<file path="src/rtl/instr_fetch.sv">
// Instruction fetch stage: feeds 16-bit words from a writable program memory to the processor.
// Define IFETCH_PREFETCH_EN to add a one-word prefetch buffer for zero-bubble issue on done.
module instr_fetch #(
  parameter int          ADDR_W    = 6,
  parameter int          DEPTH     = 64,
  parameter logic [15:0] HALT_WORD = 16'hFFFF
) (
  input  logic              clock,
  input  logic              resetn,
  input  logic              run,
  input  logic              done,
  input  logic              prog_we,
  input  logic [ADDR_W-1:0] prog_addr,
  input  logic [15:0]       prog_data,
  output logic [15:0]       iin,
  output logic              iin_valid,
  output logic [ADDR_W-1:0] pc,
  output logic              halted
);

  typedef enum logic [1:0] {IDLE, FETCH, WAIT, HALT} state_t;

  localparam logic [ADDR_W-1:0] LAST = ADDR_W'(DEPTH - 1);

  state_t            state;
  logic [15:0]       mem [DEPTH];
  logic [ADDR_W-1:0] pc_inc;
  logic [15:0]       cur_word;

  // Explicit wrap so a DEPTH smaller than 2**ADDR_W still cycles correctly.
  assign pc_inc   = (pc == LAST) ? '0 : pc + 1'b1;
  assign cur_word = mem[pc];

  // Program memory is never reset; it is only writable while idle.
  always_ff @(posedge clock) begin
    if (state == IDLE && prog_we && prog_addr <= LAST)
      mem[prog_addr] <= prog_data;
  end

`ifdef IFETCH_PREFETCH_EN
  logic [15:0] pf_buf;
  logic        pf_loaded;
  logic [15:0] next_word;

  // A done on the very first WAIT cycle arrives before the buffer fills.
  assign next_word = pf_loaded ? pf_buf : mem[pc_inc];
`endif

  always_ff @(posedge clock or negedge resetn) begin
    if (!resetn) begin
      state     <= IDLE;
      pc        <= '0;
      iin       <= 16'h0000;
      iin_valid <= 1'b0;
      halted    <= 1'b0;
`ifdef IFETCH_PREFETCH_EN
      pf_buf    <= 16'h0000;
      pf_loaded <= 1'b0;
`endif
    end else begin
      case (state)
        IDLE: begin
          if (run)
            state <= FETCH;
        end
        FETCH: begin
          iin <= cur_word;
          if (cur_word == HALT_WORD) begin
            iin_valid <= 1'b0;
            halted    <= 1'b1;
            state     <= HALT;
          end else begin
            iin_valid <= 1'b1;
            state     <= WAIT;
          end
        end
        WAIT: begin
`ifdef IFETCH_PREFETCH_EN
          if (!pf_loaded) begin
            pf_buf    <= mem[pc_inc];
            pf_loaded <= 1'b1;
          end
          if (done) begin
            pc        <= pc_inc;
            pf_loaded <= 1'b0;
            if (!run) begin
              iin_valid <= 1'b0;
              state     <= IDLE;
            end else if (next_word == HALT_WORD) begin
              iin_valid <= 1'b0;
              halted    <= 1'b1;
              state     <= HALT;
            end else begin
              iin       <= next_word;
              iin_valid <= 1'b1;
            end
          end
`else
          if (done) begin
            pc        <= pc_inc;
            iin_valid <= 1'b0;
            state     <= run ? FETCH : IDLE;
          end
`endif
        end
        HALT: begin
          state <= HALT;
        end
        default: state <= IDLE;
      endcase
    end
  end

endmodule
</file>
<file path="config.mk">
export PLATFORM = sky130hd
export DESIGN_NAME = instr_fetch
export DESIGN_NICKNAME = d
export VERILOG_FILES = /design/src/rtl/instr_fetch.sv
export SDC_FILE = /design/constraint.sdc
export NUM_CORES = 1
export LEC_CHECK = 0
export ABC_CLOCK_PERIOD_IN_PS = 2550
export BUFFER_PORTS_ARGS = -buffer_cell sky130_fd_sc_hd__buf_2
export CORE_ASPECT_RATIO = 0.5
export CORE_MARGIN = 2
export CORE_UTILIZATION = 38
export DETAILED_ROUTE_END_ITERATION = 6
export HOLD_SLACK_MARGIN = 0.15
export PLACE_DENSITY = 0.57
export SLEW_MARGIN = 20
export SYNTH_ARGS = -nofsm -noshare
export SYNTH_HDL_FRONTEND = slang
export SYNTH_SLANG_ARGS = --single-unit
</file>
<file path="constraint.sdc">
create_clock -name clock -period 2.55 [get_ports clock]
set_input_delay 0.255 -clock clock [delete_from_list [all_inputs] [get_ports clock]]
set_output_delay 0.255 -clock clock [all_outputs]
set_load 0.01 [all_outputs]
</file>
==> results of run 1 <==
==> path summary, 6_finish.rpt <==
path	from	to	slack [ps]	cells past startpoint
worst max-delay path	pc[0]	state[0]	-620	12
worst min-delay path	resetn	pc[2]	200	2
worst max register to register	pc[0]	state[0]	-620	12
worst min register to register	iin[4]	iin[4]	480	2
max in group asynchronous	resetn	pc[0]	1810	2
min in group clock	prog_data[8]	mem[31][8]	210	1
==> power breakdown <==
part	switching, mW	total [mW]	leakage (nW)	internal (mW)
Sequential	0.291	19.5	9.52	19.2
Clock	6.36	14.3	1.49	7.97
Combinational	9.78	19.3	5.39	9.54
Total	16.4	53.1	16.4	36.7
==> layout by cell type (no fill, tap or decap), drive strengths merged, types with 7 or more instances in the layout <==
cell / Yosys / final
o21ai: 31 / 31
nor2b: 15 / 15
a21oi: 26 / 26
buf: 80 / 442
mux2: 16 / 16
and2: 8 / 8
dfrtp: 26 / 26
dlygate4sd3: 0 / 14
a221oi: 17 / 17
nand3: 17 / 17
o22ai: 8 / 8
o31ai: 7 / 7
bufinv: 0 / 10
nand2b: 10 / 10
nor2: 93 / 93
clkbuf: 27 / 118
mux2i: 88 / 88
clkinv: 0 / 38
edfxtp: 1024 / 1024
a22oi: 11 / 11
nand2: 71 / 71
a211oi: 12 / 12
mux4: 232 / 232
inv: 7 / 12
a221o: 8 / 8
==> metal layers <==
| layer | GRT usage | up-vias | wire length, um |
|---|---|---|---|
| li1 | - | 8907 | - |
| met1 | 0.309 | 11700 | 50200 |
| met2 | 0.315 | 954 | 52400 |
| met3 | 0.0506 | 158 | 10100 |
| met4 | 0.0456 | 0 | 2500 |
| met5 | 0 | - | 0 |
==> layout make-up <==
type                    count  area, sq um
repair buffers            461         4280
multi-input cells         753         9440
inverters                   7         26.3
flip-flops and latches   1050        31400
clock inverters            57          579
well taps                1419         1780
fillers                  8695        55600
clock buffers             118         2480
==> sequential cells by signal, indices dropped and copies added (netlist names) <==
| name | count |
|---|---|
| mem | 1024 |
| iin | 16 |
| pc | 6 |
| state | 2 |
| halted | 1 |
| iin_valid | 1 |
==> cell families after synthesis <==
logic type,count (synthesis),share of synthesized area
muxes,336,0.154
and+or+nand+nor,242,0.0272
AOI/OAI and AO/OA,172,0.0303
xor gates and xnor gates,2,0.000430
buffers and inverters,114,0.0160
DFF,1050,0.771
adders and majority gates,1,0.000307
==> critical path, delay by kind of cell (launching register included) <==
family / cells / cell delay (ps)
AO/OA/AOI/OAI: 4 / 790
buffers and inverters: 4 / 590
flip-flops: 1 / 560
multiplexers: 2 / 730
AND/OR/NAND/NOR: 2 / 370
==> metrics by stage <==
| step | cells | setup WS (ps) | cell area, sq um |
|---|---|---|---|
| floorplan | 1917 | -203 | 40800 |
| global placement | 3627 | -808 | 45300 |
| detailed placement | 3627 | -791 | 45300 |
| CTS | 3859 | -586 | 49800 |
| global route | 3865 | -673 | 50000 |
| finish | 3865 | -616 | 50000 |
==> repair_timing <==
item                                   in CTS  in global routing
buffers inserted                           42                  6
cloned                                      9                  0
setup endpoints to repair                  19                 19
hold buffers                               14                  0
pin swaps                                  42                 13
endpoints found under the hold margin     283                  0
resized for setup                         160                 34
==> metrics.cfg, run 1 <==
[clock_tree]
cts_buffers = 96
cts-root-buf = clkbuf_16
path_clk_slew_ps = 70
cts.sinks = 1050
clock_path_buffers = 3
clk_latency_ps = 700
cts_tree = done
ctsHtreeMaxLevel = 3

[setup_path]
max_stage_delay_ps = 560
crit_fanout = 7
criticalPathCategory = reg2reg
crit_top_cell = buf_6
start_kind = register
cp-end-kind = register
worstPathCellList = buf_12 -> buf_4 -> buf_6 -> mux4_2 -> mux2_4 -> a221oi_4 -> buf_6 -> a31oi_4 -> a2bb2oi_2 -> nand4_1 -> and4b_2 -> a221o_1
critPathArrivalTime_ps = 3740
cp_slowest_cell = dfrtp_4
required_ps = 3120

[grt]
grt_pass1_vias = 21600
grt_max_degree = 65
grt_usage = 0.209
antenna_found_initial = 2
grt_pass1_wl_um = 164000
gr-total-overflow = 0

[logic_synthesis]
syn_avg_cell_area_sq_um = 21.2
synth_seq_cells = 1050
yosys.area.top_type = edfxtp_1
netlist_area_sq_um = 40700
yosysMostFrequentCell = edfxtp_1
syn_inst = 1917
synth_flop_cell = edfxtp_1
yosys-top-cells-area = edfxtp_1 76%, mux4_2 13%, mux2i_1 2.2%
synth_common_cells = 1024 x edfxtp_1, 232 x mux4_2, 93 x nor2_1
seq_area_frac_synth = 0.771
synth-edff-count = 1024
synth_cell_types = 67
synth_warnings = 0
synth_fp_nets = 1945
synth-async-reset-ratio = 0.0248
synth_top_cell_area_share = 0.755

[sta]
slew_violations = 0
setup_viol = 15
tns_ps = -3710
rsz0062_at_grt = true
fin_skew_ps = 27.2
max_freq_mhz = 316
tightest_slew_ps = 1010
period_needed_ps = 3170
worst_hold_slack_ps = 195
period_share = 1.24
finalWorstSetupSlack_ps = -616
hold_violations = 0
relSlewSlack = 0.328

[drt]
dr.pass1.iters = 6
routed_wl_um = 115000
viasPerCell = 5.62
drt_first_iter_violations = 2730
vias = 21700
ant_nets = 0
drc_errors = 0
wl_per_cell_um = 29.8

[die]
pin_count = 51
initial_core_util = 0.385
die_width_um = 467
fp.coreArea_sq_um = 106000
num_rows = 84
die_y_um = 235
die_area_sq_um = 110000

[placed_design]
hpwl_um = 72800
port_buffers = 50
gp_congestion = 0.911

[status]
outcome = finished with violations
violations = setup timing

[power_and_ir_drop]
powerDensity_nw_per_um2 = 1060
power_mw = 53.1
leakage_nw = 16.4
ir_drop_mv = 0.554

[min_path]
hp-class = in2async

[layout]
layout-drive-gt1-share = 0.397
fin_util = 0.473
antenna_cells = 0
fin_nets = 2397
syn2layout_area_growth_pct = 22.8

[run]
cap_viol_max_count = 0

(Power assumes the default switching activity.)
==> run 2: changes to the inputs <==
CTS_CLUSTER_DIAMETER = 150   (was not set)
PLACE_DENSITY = 0.61   (was 0.57)
==> run 2 against run 1 <==
Effect of this change:
- the flow still finishes with violations (setup timing)
- via count up 1.3%
- fmax up 2.3%
- register-to-register slack better by 70 ps
==> metrics.cfg, run 2 (synthesis gave the netlist of run 1 again) <==
[status]
outcome = finished with violations
violations = setup timing

[setup_path]
r2r_cells = 10  ; -2
critPathArrivalTime_ps = 3650  ; -90 ps
crit_fanout = 6  ; -1
cp-end-kind = register
start_kind = register
required_ps = 3110  ; about the same
criticalPathCategory = reg2reg

[sta]
period_needed_ps = 3090  ; -71.4 ps
setup_viol = 18  ; +3
tns_ps = -3540  ; +165 ps
finalWorstSetupSlack_ps = -545  ; +71.4 ps
relSlewSlack = 0.382  ; +0.0536
tightest_slew_ps = 927  ; -80.4 ps
hold_violations = 0  ; unchanged
max_freq_mhz = 323  ; +2.3%
period_share = 1.21  ; -0.0280
slew_violations = 0  ; unchanged
fin_skew_ps = 32.5  ; +5.25 ps
rsz0062_at_grt = true

[clock_tree]
clock_path_buffers = 3  ; unchanged
clk_latency_ps = 690  ; about the same
path_clk_slew_ps = 70  ; about the same
ctsHtreeMaxLevel = 3  ; unchanged
cts_tree = done
cts_buffers = 97  ; +1.0%
cts-root-buf = clkbuf_16
cts.sinks = 1050  ; unchanged

[layout]
syn2layout_area_growth_pct = 23.1
fin_nets = 2442  ; +1.9%
layout_common_cells = 1024 x edfxtp_1, 359 x buf_4, 232 x mux4_2, 99 x clkbuf_16, 81 x mux2i_1
largest_register = mem
fill_cells = 8706  ; +0.13%
ff_latch_area_sq_um = 31400  ; unchanged
largestRegisters = mem x1024, iin x16, pc x6
multiInputGateArea_sq_um = 9270  ; -1.8%
largest_register_ffs = 1024  ; unchanged
final_common_cell = edfxtp_1
layout-drive-gt1-share = 0.391  ; -0.00572
fin_util = 0.474  ; +0.000971

[drt]
dr.pass1.iters = 5  ; -1
viasPerCell = 5.62  ; about the same
met2RoutedLength_um = 51400  ; -2.0%
route.met3.wl_um = 10300  ; +1.9%
drt_first_iter_violations = 2748  ; +0.66%
vias = 22000  ; +1.3%
wl_met1_um = 49500  ; -1.4%
routed_wl_um = 114000  ; -0.93%
drc_errors = 0  ; unchanged
ant_nets = 0  ; unchanged
highest_layer = met5
wl_per_cell_um = 29.2  ; -2.1%

[grt]
grt_pass1_vias = 21500  ; -0.38%
grt_max_degree = 65  ; unchanged
gr-total-overflow = 0  ; unchanged
grt_pass1_wl_um = 162000  ; -1.3%
antenna_found_initial = 4  ; +2
grt_usage = 0.206  ; -0.00301

[power_and_ir_drop]
power_mw = 52.9  ; -0.49%
leakage_nw = 16.6  ; +1.2%
ir_drop_mv = 0.568  ; +2.4%
powerDensity_nw_per_um2 = 1060  ; -0.70%

[die]
die_area_sq_um = 110000  ; unchanged
num_rows = 84  ; unchanged
fp.coreArea_sq_um = 106000  ; unchanged
pin_count = 51  ; unchanged
die_width_um = 467  ; unchanged
die_y_um = 235  ; unchanged
initial_core_util = 0.385  ; unchanged

[placed_design]
hpwl_um = 73600  ; +1.1%
dp_slack_ps = -924  ; -133 ps
port_buffers = 50  ; unchanged
gp_congestion = 0.933  ; +2.4%

[min_path]
hp-class = in2async

[run]
cap_viol_max_count = 0  ; unchanged

run 2: worst paths after layout:
| check | startpoint | end | slack, ps |
|---|---|---|---|
| max in group asynchronous | resetn | pc[1] | 1810 |
| max reg2reg | pc[0] | state[0] | -540 |
| min reg2reg | iin[2] | iin[2] | 480 |
| min in group clock | prog_data[5] | mem[59][5] | 200 |
| max | pc[0] | state[0] | -540 |
| min | resetn | iin[3] | 200 |
run 2: worst max-delay path: stages, from the launching register on:
cell	delay, ps
dfrtp_4	510
buf_12	160
buf_16	150
buf_16	140
mux4_2	470
mux4_2	580
a221oi_4	310
nor2_2	80
nand4_1	70
and4b_1	220
a221o_1	260
run 2: metrics by stage:
step | hold WS [ps] | instance area [sq um] | std cells
after floorplan | -40.6 | 40800 | 1917
after global placement | 321 | 45600 | 3657
after detailed placement | 339 | 45600 | 3657
after CTS | 165 | 49500 | 3885
after global routing | 184 | 50100 | 3912
final | 198 | 50100 | 3912
run 2: area by class of cell:
type | count | share of cell area
clock inverters | 60 | 0.00989
repair buffers | 505 | 0.0918
flip-flops and latches | 1050 | 0.627
inverters | 7 | 0.000524
clock buffers | 117 | 0.0504
well taps | 1419 | 0.0354
diodes | 1 | 0.0000499
multi-input cells | 753 | 0.185
run 2: per-layer routing:
metal  vias up  track usage
met5         -            0
met4         2       0.0540
met3       184       0.0431
met2      1062        0.308
met1     11700        0.309
li1       9006            -
run 2: repair_timing:
item | CTS | global route
hold buffers | 14 | 0
resized for setup | 69 | 88
setup endpoints to repair | 18 | 19
cloned | 4 | 1
endpoints found under the hold margin | 421 | 0
pin swaps | 13 | 28
buffers inserted | 33 | 27
run 2: power by group:
part | switching, mW | leakage (nW) | internal, mW
combinational | 9.73 | 5.60 | 9.51
clock | 6.30 | 1.49 | 7.85
sequential | 0.289 | 9.52 | 19.2
total | 16.3 | 16.6 | 36.5
